<file path="config.mk">
export PLATFORM = sky130hd
export DESIGN_NAME = mult_div_unit
export DESIGN_NICKNAME = d
export VERILOG_FILES = /design/src/rtl/mult_div_unit.sv
export SDC_FILE = /design/constraint.sdc
export NUM_CORES = 1
export LEC_CHECK = 0
export BUFFER_PORTS_ARGS = -buffer_cell sky130_fd_sc_hd__buf_4
export CORE_ASPECT_RATIO = 1.75
export CORE_MARGIN = 2
export CORE_UTILIZATION = 39
export DETAILED_ROUTE_END_ITERATION = 16
export PLACE_DENSITY_LB_ADDON = 0.1
export SYNTH_ARGS = -nofsm -noshare
export SYNTH_HDL_FRONTEND = slang
export SYNTH_SLANG_ARGS = --single-unit
</file>
<file path="constraint.sdc">
create_clock -name clk -period 6.1 [get_ports clk]
set_input_delay 0.305 -clock clk [delete_from_list [all_inputs] [get_ports clk]]
set_output_delay 0.305 -clock clk [all_outputs]
set_load 0.05 [all_outputs]
</file>
<file path="src/rtl/mult_div_unit.sv">
// Iterative 32-bit multiply/divide unit with HI/LO registers for the execute stage.
// Signed operands are reduced to magnitudes up front and the sign is restored in FIX.
module mult_div_unit #(
  parameter int unsigned WIDTH = 32
) (
  input  logic             clk,
  input  logic             reset,
  input  logic             start,
  input  logic [1:0]       op,
  input  logic [WIDTH-1:0] rs_data,
  input  logic [WIDTH-1:0] rt_data,
  input  logic             hi_we,
  input  logic             lo_we,
  input  logic [WIDTH-1:0] wdata,
  output logic             busy,
  output logic             done,
  output logic             div_by_zero,
  output logic [WIDTH-1:0] hi,
  output logic [WIDTH-1:0] lo
);

  localparam int unsigned W     = WIDTH;
  localparam int unsigned P     = 2 * WIDTH;
  localparam int unsigned CNT_W = 6;

  typedef enum logic [1:0] {
    IDLE,
    RUN,
    FIX
  } state_t;

  state_t           state;
  logic             is_div;
  logic             sign_a;
  logic             sign_b;
  logic [W-1:0]     b_mag;
  logic [W-1:0]     rs_q;
  logic [CNT_W-1:0] cnt;
  logic [P-1:0]     acc;

  logic             sign_a_in;
  logic             sign_b_in;
  logic [W-1:0]     a_mag_in;
  logic [W-1:0]     b_mag_in;
  logic [W:0]       mul_sum;
  logic [P-1:0]     mul_next;
  logic [W:0]       rem_sh;
  logic             sub_ok;
  logic [W-1:0]     rem_next;
  logic [P-1:0]     div_next;
  logic [P-1:0]     mul_res;
  logic [W-1:0]     quot_res;
  logic [W-1:0]     rem_res;
  logic             dbz_c;

  // Operand capture: signed ops (op[0] == 0) take two's-complement magnitudes.
  always_comb begin
    sign_a_in = ~op[0] & rs_data[W-1];
    sign_b_in = ~op[0] & rt_data[W-1];
    a_mag_in  = sign_a_in ? W'(-rs_data) : rs_data;
    b_mag_in  = sign_b_in ? W'(-rt_data) : rt_data;
  end

  // One shift-add / restoring-subtract step; acc holds {upper, lower} halves.
  always_comb begin
    mul_sum  = {1'b0, acc[P-1:W]} + (acc[0] ? {1'b0, b_mag} : (W+1)'(0));
    mul_next = {mul_sum, acc[W-1:1]};
    rem_sh   = {acc[P-1:W], acc[W-1]};
    sub_ok   = (rem_sh >= {1'b0, b_mag});
    rem_next = sub_ok ? W'(rem_sh - {1'b0, b_mag}) : rem_sh[W-1:0];
    div_next = {rem_next, acc[W-2:0], sub_ok};
  end

  // Sign correction applied in FIX; unsigned ops carry cleared sign flags.
  always_comb begin
    mul_res  = (sign_a ^ sign_b) ? P'(-acc) : acc;
    quot_res = (sign_a ^ sign_b) ? W'(-acc[W-1:0]) : acc[W-1:0];
    rem_res  = sign_a ? W'(-acc[P-1:W]) : acc[P-1:W];
    dbz_c    = (b_mag == '0);
  end

  always_ff @(posedge clk) begin
    if (reset) begin
      state       <= IDLE;
      busy        <= 1'b0;
      done        <= 1'b0;
      div_by_zero <= 1'b0;
      hi          <= '0;
      lo          <= '0;
      cnt         <= '0;
      is_div      <= 1'b0;
      sign_a      <= 1'b0;
      sign_b      <= 1'b0;
      b_mag       <= '0;
      rs_q        <= '0;
      acc         <= '0;
    end else begin
      done        <= 1'b0;
      div_by_zero <= 1'b0;
      case (state)
        IDLE: begin
          if (hi_we) hi <= wdata;
          if (lo_we) lo <= wdata;
          if (start) begin
            is_div <= op[1];
            sign_a <= sign_a_in;
            sign_b <= sign_b_in;
            b_mag  <= b_mag_in;
            rs_q   <= rs_data;
            acc    <= {W'(0), a_mag_in};
            cnt    <= '0;
            busy   <= 1'b1;
            state  <= RUN;
          end
        end
        RUN: begin
          acc <= is_div ? div_next : mul_next;
          cnt <= cnt + CNT_W'(1);
          if (cnt == CNT_W'(W - 1)) state <= FIX;
        end
        FIX: begin
          if (is_div) begin
            if (dbz_c) begin
              lo          <= '1;
              hi          <= rs_q;
              div_by_zero <= 1'b1;
            end else begin
              lo <= quot_res;
              hi <= rem_res;
            end
          end else begin
            hi <= mul_res[P-1:W];
            lo <= mul_res[W-1:0];
          end
          done  <= 1'b1;
          busy  <= 1'b0;
          state <= IDLE;
        end
        default: begin
          busy  <= 1'b0;
          state <= IDLE;
        end
      endcase
    end
  end

endmodule
</file>
## After elaboration in Yosys (flattened, before gate mapping)

Cells that the tools add are included.

- Register bits after elaboration: 206
- Output and inout port bits: 67
- Word-level logic and storage cells: 74

- Bitwise gates (word level): 7
- Multiplexer cells: 27
- $add $sub $neg: 8
- Eq/ne operators: 7
- Reduce and logical (&&, ||, !) cells: 11
- Order comparisons: 1

Operators by type and width:

| cell | count |
|---|---|
| 2-to-1 mux 32 bit | 12 |
| 2-to-1 mux 64 bit | 3 |
| negation 32 bit | 4 |
| case mux 32 bit (2 select lines) | 2 |
| case mux 64 bit (2 select lines) | 1 |
| negation 64 bit | 1 |
| adder 32 x 32 -> 33 bit | 1 |
| greater-or-equal comparator 33 x 32 -> 1 bit | 1 |
| logical NOT 32 bit | 1 |
| subtractor 32 bit | 1 |
| case mux 6 bit (2 select lines) | 1 |
| AND reduction 2 bit | 6 |
| != test 2 bit (second input constant) | 4 |
| adder 6 x 1 -> 6 bit (second input constant) | 1 |
| == test 6 x 5 -> 1 bit (second input constant) | 1 |
| 2-to-1 mux 6 bit | 1 |
| 2-to-1 mux 2 bit | 2 |
| inverter 1 bit | 4 |
| case mux 2 bit (2 select lines) | 1 |
| nonzero test 2 bit | 2 |
| 2-to-1 mux 1 bit | 3 |
| OR reduction 3 bit | 1 |
| AND 1 bit | 2 |
| == test 2 x 1 -> 1 bit (second input constant) | 1 |
| 4 further kinds | 4 |

## Depth between registers and ports, before layout

- Depth after elaboration: 5
- Gate-level depth with buffers: 14
- Gate-level depth less buffers: 13

## Worst setup path after synthesis

Ideal clock, no wire load.

- Path kind: reg2reg
- Start point: reg acc[0]
- End point: reg acc[61]
- Data required time: 6,039 ps
- Cell stages (with the launch flop): 14
- Arrival: 3,004 ps
- Period minus slack after synthesis: 3,065 ps
- Library setup time: 61 ps
- Path slack: 3,035 ps
- Cell sequence: dfxtp_1 and2_1 ha_1 inv_1 fa_1 nand2b_1 a21oi_1 o21ai_0 o311a_1 o21bai_1 a21o_1 and4_1 mux2i_1 and4_1

- Longest elaborated chain between the ends: 4

Ends and longest elaborated chain:

| what | RTL line | RTL |
|---|---|---|
| from (decl) | 39 | `logic [P-1:0] acc;` |
| from (signal assigned) | 110 | `acc <= {W'(0), a_mag_in};` |
| from (signal assigned) | 117 | `acc <= is_div ? div_next : mul_next;` |
| 2-to-1 mux 32 bit | 66 | `mul_sum = {1'b0, acc[P-1:W]} + (acc[0] ? {1'b0, b_mag} : (W+1)'(0));` |
| adder 32 x 32 -> 33 bit | 66 |  |
| 2-to-1 mux 64 bit | 117 |  |
| case mux 64 bit (2 select lines) | 100 | `case (state)` |

Every way passes these cells.
A chain may end at the register's enable or synchronous reset.

## Final worst setup path

- Start point: reg acc[0]
- End point: reg hi[8]

- Longest elaborated chain between the ends: 4

Ends and longest elaborated chain:

| what | RTL line | RTL |
|---|---|---|
| negation 64 bit | 76 | `mul_res = (sign_a ^ sign_b) ? P'(-acc) : acc;` |
| 2-to-1 mux 64 bit | 76 |  |
| 2-to-1 mux 32 bit | 122 | `if (is_div) begin` |
| case mux 32 bit (2 select lines) | 100 |  |
| to (signal assigned) | 102 | `if (hi_we) hi <= wdata;` |
| to (signal assigned) | 125 | `hi <= rs_q;` |
| to (signal assigned) | 129 | `hi <= rem_res;` |
| to (decl) | 18 | `output logic [WIDTH-1:0] hi,` |

Every way passes these cells.

==> results.txt <==
----------------------------------------------------
[Worst setup path]
  Critical Path Fanout Max ... 31
  Worst endpoint required time ... 6590 ps
  Worst setup SP type ... register
  Arrival @ worst endpoint ... between 4000 and 5000 ps
  Element type at the critical path end ... register
  Critical setup path kind ... register to register

[Drt]
  First DRT Iteration DRCs ... ~1.3k
  Detailed Routing Iterations Pass 1 ... 8
  WL per Instance ... approximately 26 um
  Antenna-violating nets left ... 0
  WL final ... around 73 mm
  Detail-routed via count per cell ... roughly 6.1
  Total vias in the final route ... between 15k and 20k
  DRC ... 0

[Timing]
  Slew headroom ... 0.1961
  Worst clock skew on the final layout ... ~15 ps
  Number of max-slew violations in the final report ... 0
  Sum of negative setup slack ... 0 ps
  Final setup violation count ... 0
  Setup ws final ... ~1800 ps
  Setup repair after global routing missed its margin ... false
  Worst Max-Slew Pin Slew ... about 1200 ps
  FMAX ... around 0.23 GHz
  Final critical-path required period ... around 4300 ps
  Fin. Hold Viols ... 0
  Tcrit/Tclk final ... 0.7131

[Die]
  Area of the core region ... just over 0.04 mm^2
  Number of placement rows ... ~100
  Die ar. ... roughly 0.043 mm^2
  Starting Density ... 0.3959
  Number of I/O pins ... 170
  Height of the die ... about 270 um
  Die width ... 158.1 um

[Logic synthesis]
  FFs w/ async S/R, synth ... 0
  Post-synthesis cell type count ... approximately 90
  Number of warning messages in the yosys log ... 0
  Number of enable-type register cells in the synthesized netlist ... 0
  Area leader, netlist ... dfxtp_1
  Mapped Nets ... between 2k and 2.5k
  Post-synthesis cell count ... 2229
  Leading cell types by total area after synthesis ... dfxtp_1 25%, a21oi_1 7.6%, nand2_1 5.9%
  Sequential cell area fraction in the yosys report ... 0.2544
  Mean post-synth cell area ... slightly above 7 um^2
  Proportion of netlist area held by the largest area contributor ... 0.2544
  Flip-flop cell with the highest count after synthesis ... dfxtp_1
  Synth Register Bits ... approximately 200
  Syn Std Cell Area ... ~0.016 mm^2

[Place]
  GP Congestion ... around 0.94
  IO buf count ... 169
  Pre-CTS WS ... 1828 ps
  DPL Wire Length ... 56.19 mm
  Post-detailed-placement cell area ... approximately 0.018 mm^2

[Global routing]
  Number of global-route vias before repair ... ~17k
  Maximum number of pins on one net before global-route repair ... roughly 110
  Number of antenna violations at the first check in global routing ... 0
  Overall Global Routing Usage ... 0.3341
  Total overflow reported by the global router ... 0
  First-pass GRT wire length ... 107.9 mm

[Cells and area]
  Most frequent standard cell in the layout excluding fill and tap cells ... nand2_1
  Fillers ... about 4.4k
  Share of post-route cells with drive strength above 1 ... 0.1235
  Commonest cells after routing, fill and taps aside ... 254 x nand2_1, 249 x nor2_1, 246 x a21oi_1
  Antenna fix cells ... 0
  Synthesis-to-layout area growth ... 15.08%
  Non-Filler Cell Area, Final ... 0.01866 mm^2
  Number of nets in the layout ... 2459

[Pwr]
  Leakage component of the power ... between 0.007 and 0.008 uW
  Pwr/cell area ... between 200 and 250 mW/mm^2
  Worst VDD drop ... between 0.0002 and 0.00025 V
  Overall power consumption ... approximately 4400 uW

[Outcome]
  Run status ... completed

[CTS]
  Reg clk slew, reported paths ... approximately 70 ps
  Clk buf depth ... 3
  Clock latency at the later pin of the worst-skew pair ... between 500 and 600 ps
  Count of clock tree sinks ... around 200
  CTS root buf ... clkbuf_16
  H-tree Lvls ... 1
  TritonCTS clock tree ... built
  Num CTS Buffers ... 24

[Min path]
  Class of the tightest hold or removal check ... input port to register

[Job]
  Number of max-cap violations ... 0

----------------------------------------------------
==> cell type report <==
class                           instances  area, um^2  area share
Clock buffer                           31       646.9     0.03467
Clock inverter                         10       168.9    0.009054
Inverter                               71       266.5     0.01428
Multi-Input combinational cell       1777       11210      0.6009
Sequential cell                       206        4128      0.2212
Tap cell                              550       688.2     0.03689
Timing Repair Buffer                  205        1548     0.08296
==> layer usage <==
metal | track usage | routed length (um) | vias up | share of wire
met4 | 0.3089 | 8200 | 0 | 0.11
met3 | 0.03752 | 3185 | 258 | 0.043
met1 | 0.3342 | 24960 | 8324 | 0.34
li1 | - | - | 8183 | -
met2 | 0.5934 | 36930 | 680 | 0.50
met5 | 0 | 0 | - | 0
==> cell families (layout without fill, tap and decap cells) <==
family / Yosys count / after routing / synth area share
AND/OR/NAND/NOR: 753 / 753 / 0.2149
buffers and inverters: 246 / 317 / 0.05866
adder cells (fa/ha/maj): 71 / 71 / 0.05572
AO/OA/AOI/OAI: 726 / 726 / 0.2893
multiplexers: 53 / 53 / 0.03303
XOR/XNOR: 174 / 174 / 0.09400
flip-flops: 206 / 206 / 0.2544
==> flip-flops by register name, summed over array words and instances, names as in the netlist <==
| register | flops |
|---|---|
| busy | 1 |
| b_mag | 32 |
| sign_b | 1 |
| done | 1 |
| lo | 32 |
| sign_a | 1 |
| rs_q | 32 |
| hi | 32 |
| is_div | 1 |
| state | 2 |
| acc | 64 |
| div_by_zero | 1 |
| cnt | 6 |
==> what timing repair did <==
action / CTS / global route
resized for setup: 0 / 0
setup buffers: 0 / 0
endpoints found under the hold margin: 2 / 0
hold buffers: 2 / 0
==> critical path, cell delays in order, from the launching register on <==
cell	delay, ps
dfxtp_1	410
inv_1	880
ha_1	340
nor3b_1	450
nand3_1	290
nand4b_2	390
or2_0	490
o41ai_4	310
xor2_1	100
o221ai_1	290
o211ai_1	140
a21oi_1	160
==> Yosys cell counts (all sizes together), types with 25 or more instances <==
cell type	n
or3	28
inv	70
nor4	34
dfxtp	206
a31oi	25
mux2i	49
xnor2	88
ha	69
xor2	86
a21oi	247
o221ai	31
nand3	33
nor2	253
o21ai	128
nand2	254
nor3	54
buf	27
o31ai	28
a21o	28
a211oi	101
clkbuf	148
==> stage by stage <==
stage / hold slack, ps / std cells / utilization
detailed placement: 444.7 / 2807 / 0.4351
global placement: 443.0 / 2807 / 0.4351
global route: 29.82 / 2850 / 0.4555
CTS: 6.148 / 2850 / 0.4555
finish: 28.97 / 2850 / 0.4555
floorplan: 433.2 / 2229 / -
==> final timing paths <==
path | cells past startpoint | startpoint | slack, ps | end
max | 11 | acc[0]$_SDFFE_PP0P_ | 1750 | hi[8]$_SDFFE_PP0P_
min reg2reg | 2 | hi[24]$_SDFFE_PP0P_ | 460 | hi[24]$_SDFFE_PP0P_
max reg2reg | 11 | acc[0]$_SDFFE_PP0P_ | 1750 | hi[8]$_SDFFE_PP0P_
min | 3 | rt_data[0] | 30 | b_mag[0]$_SDFFE_PP0P_
==> report_power, final <==
group	internal, uW	total [uW]	switching [uW]	leakage (uW)
clock	917	1560	644	0.000388
combinational	444	1300	858	0.00530
sequential	1440	1590	149	0.00169
No activity file was read; power rests on OpenSTA's default activity.
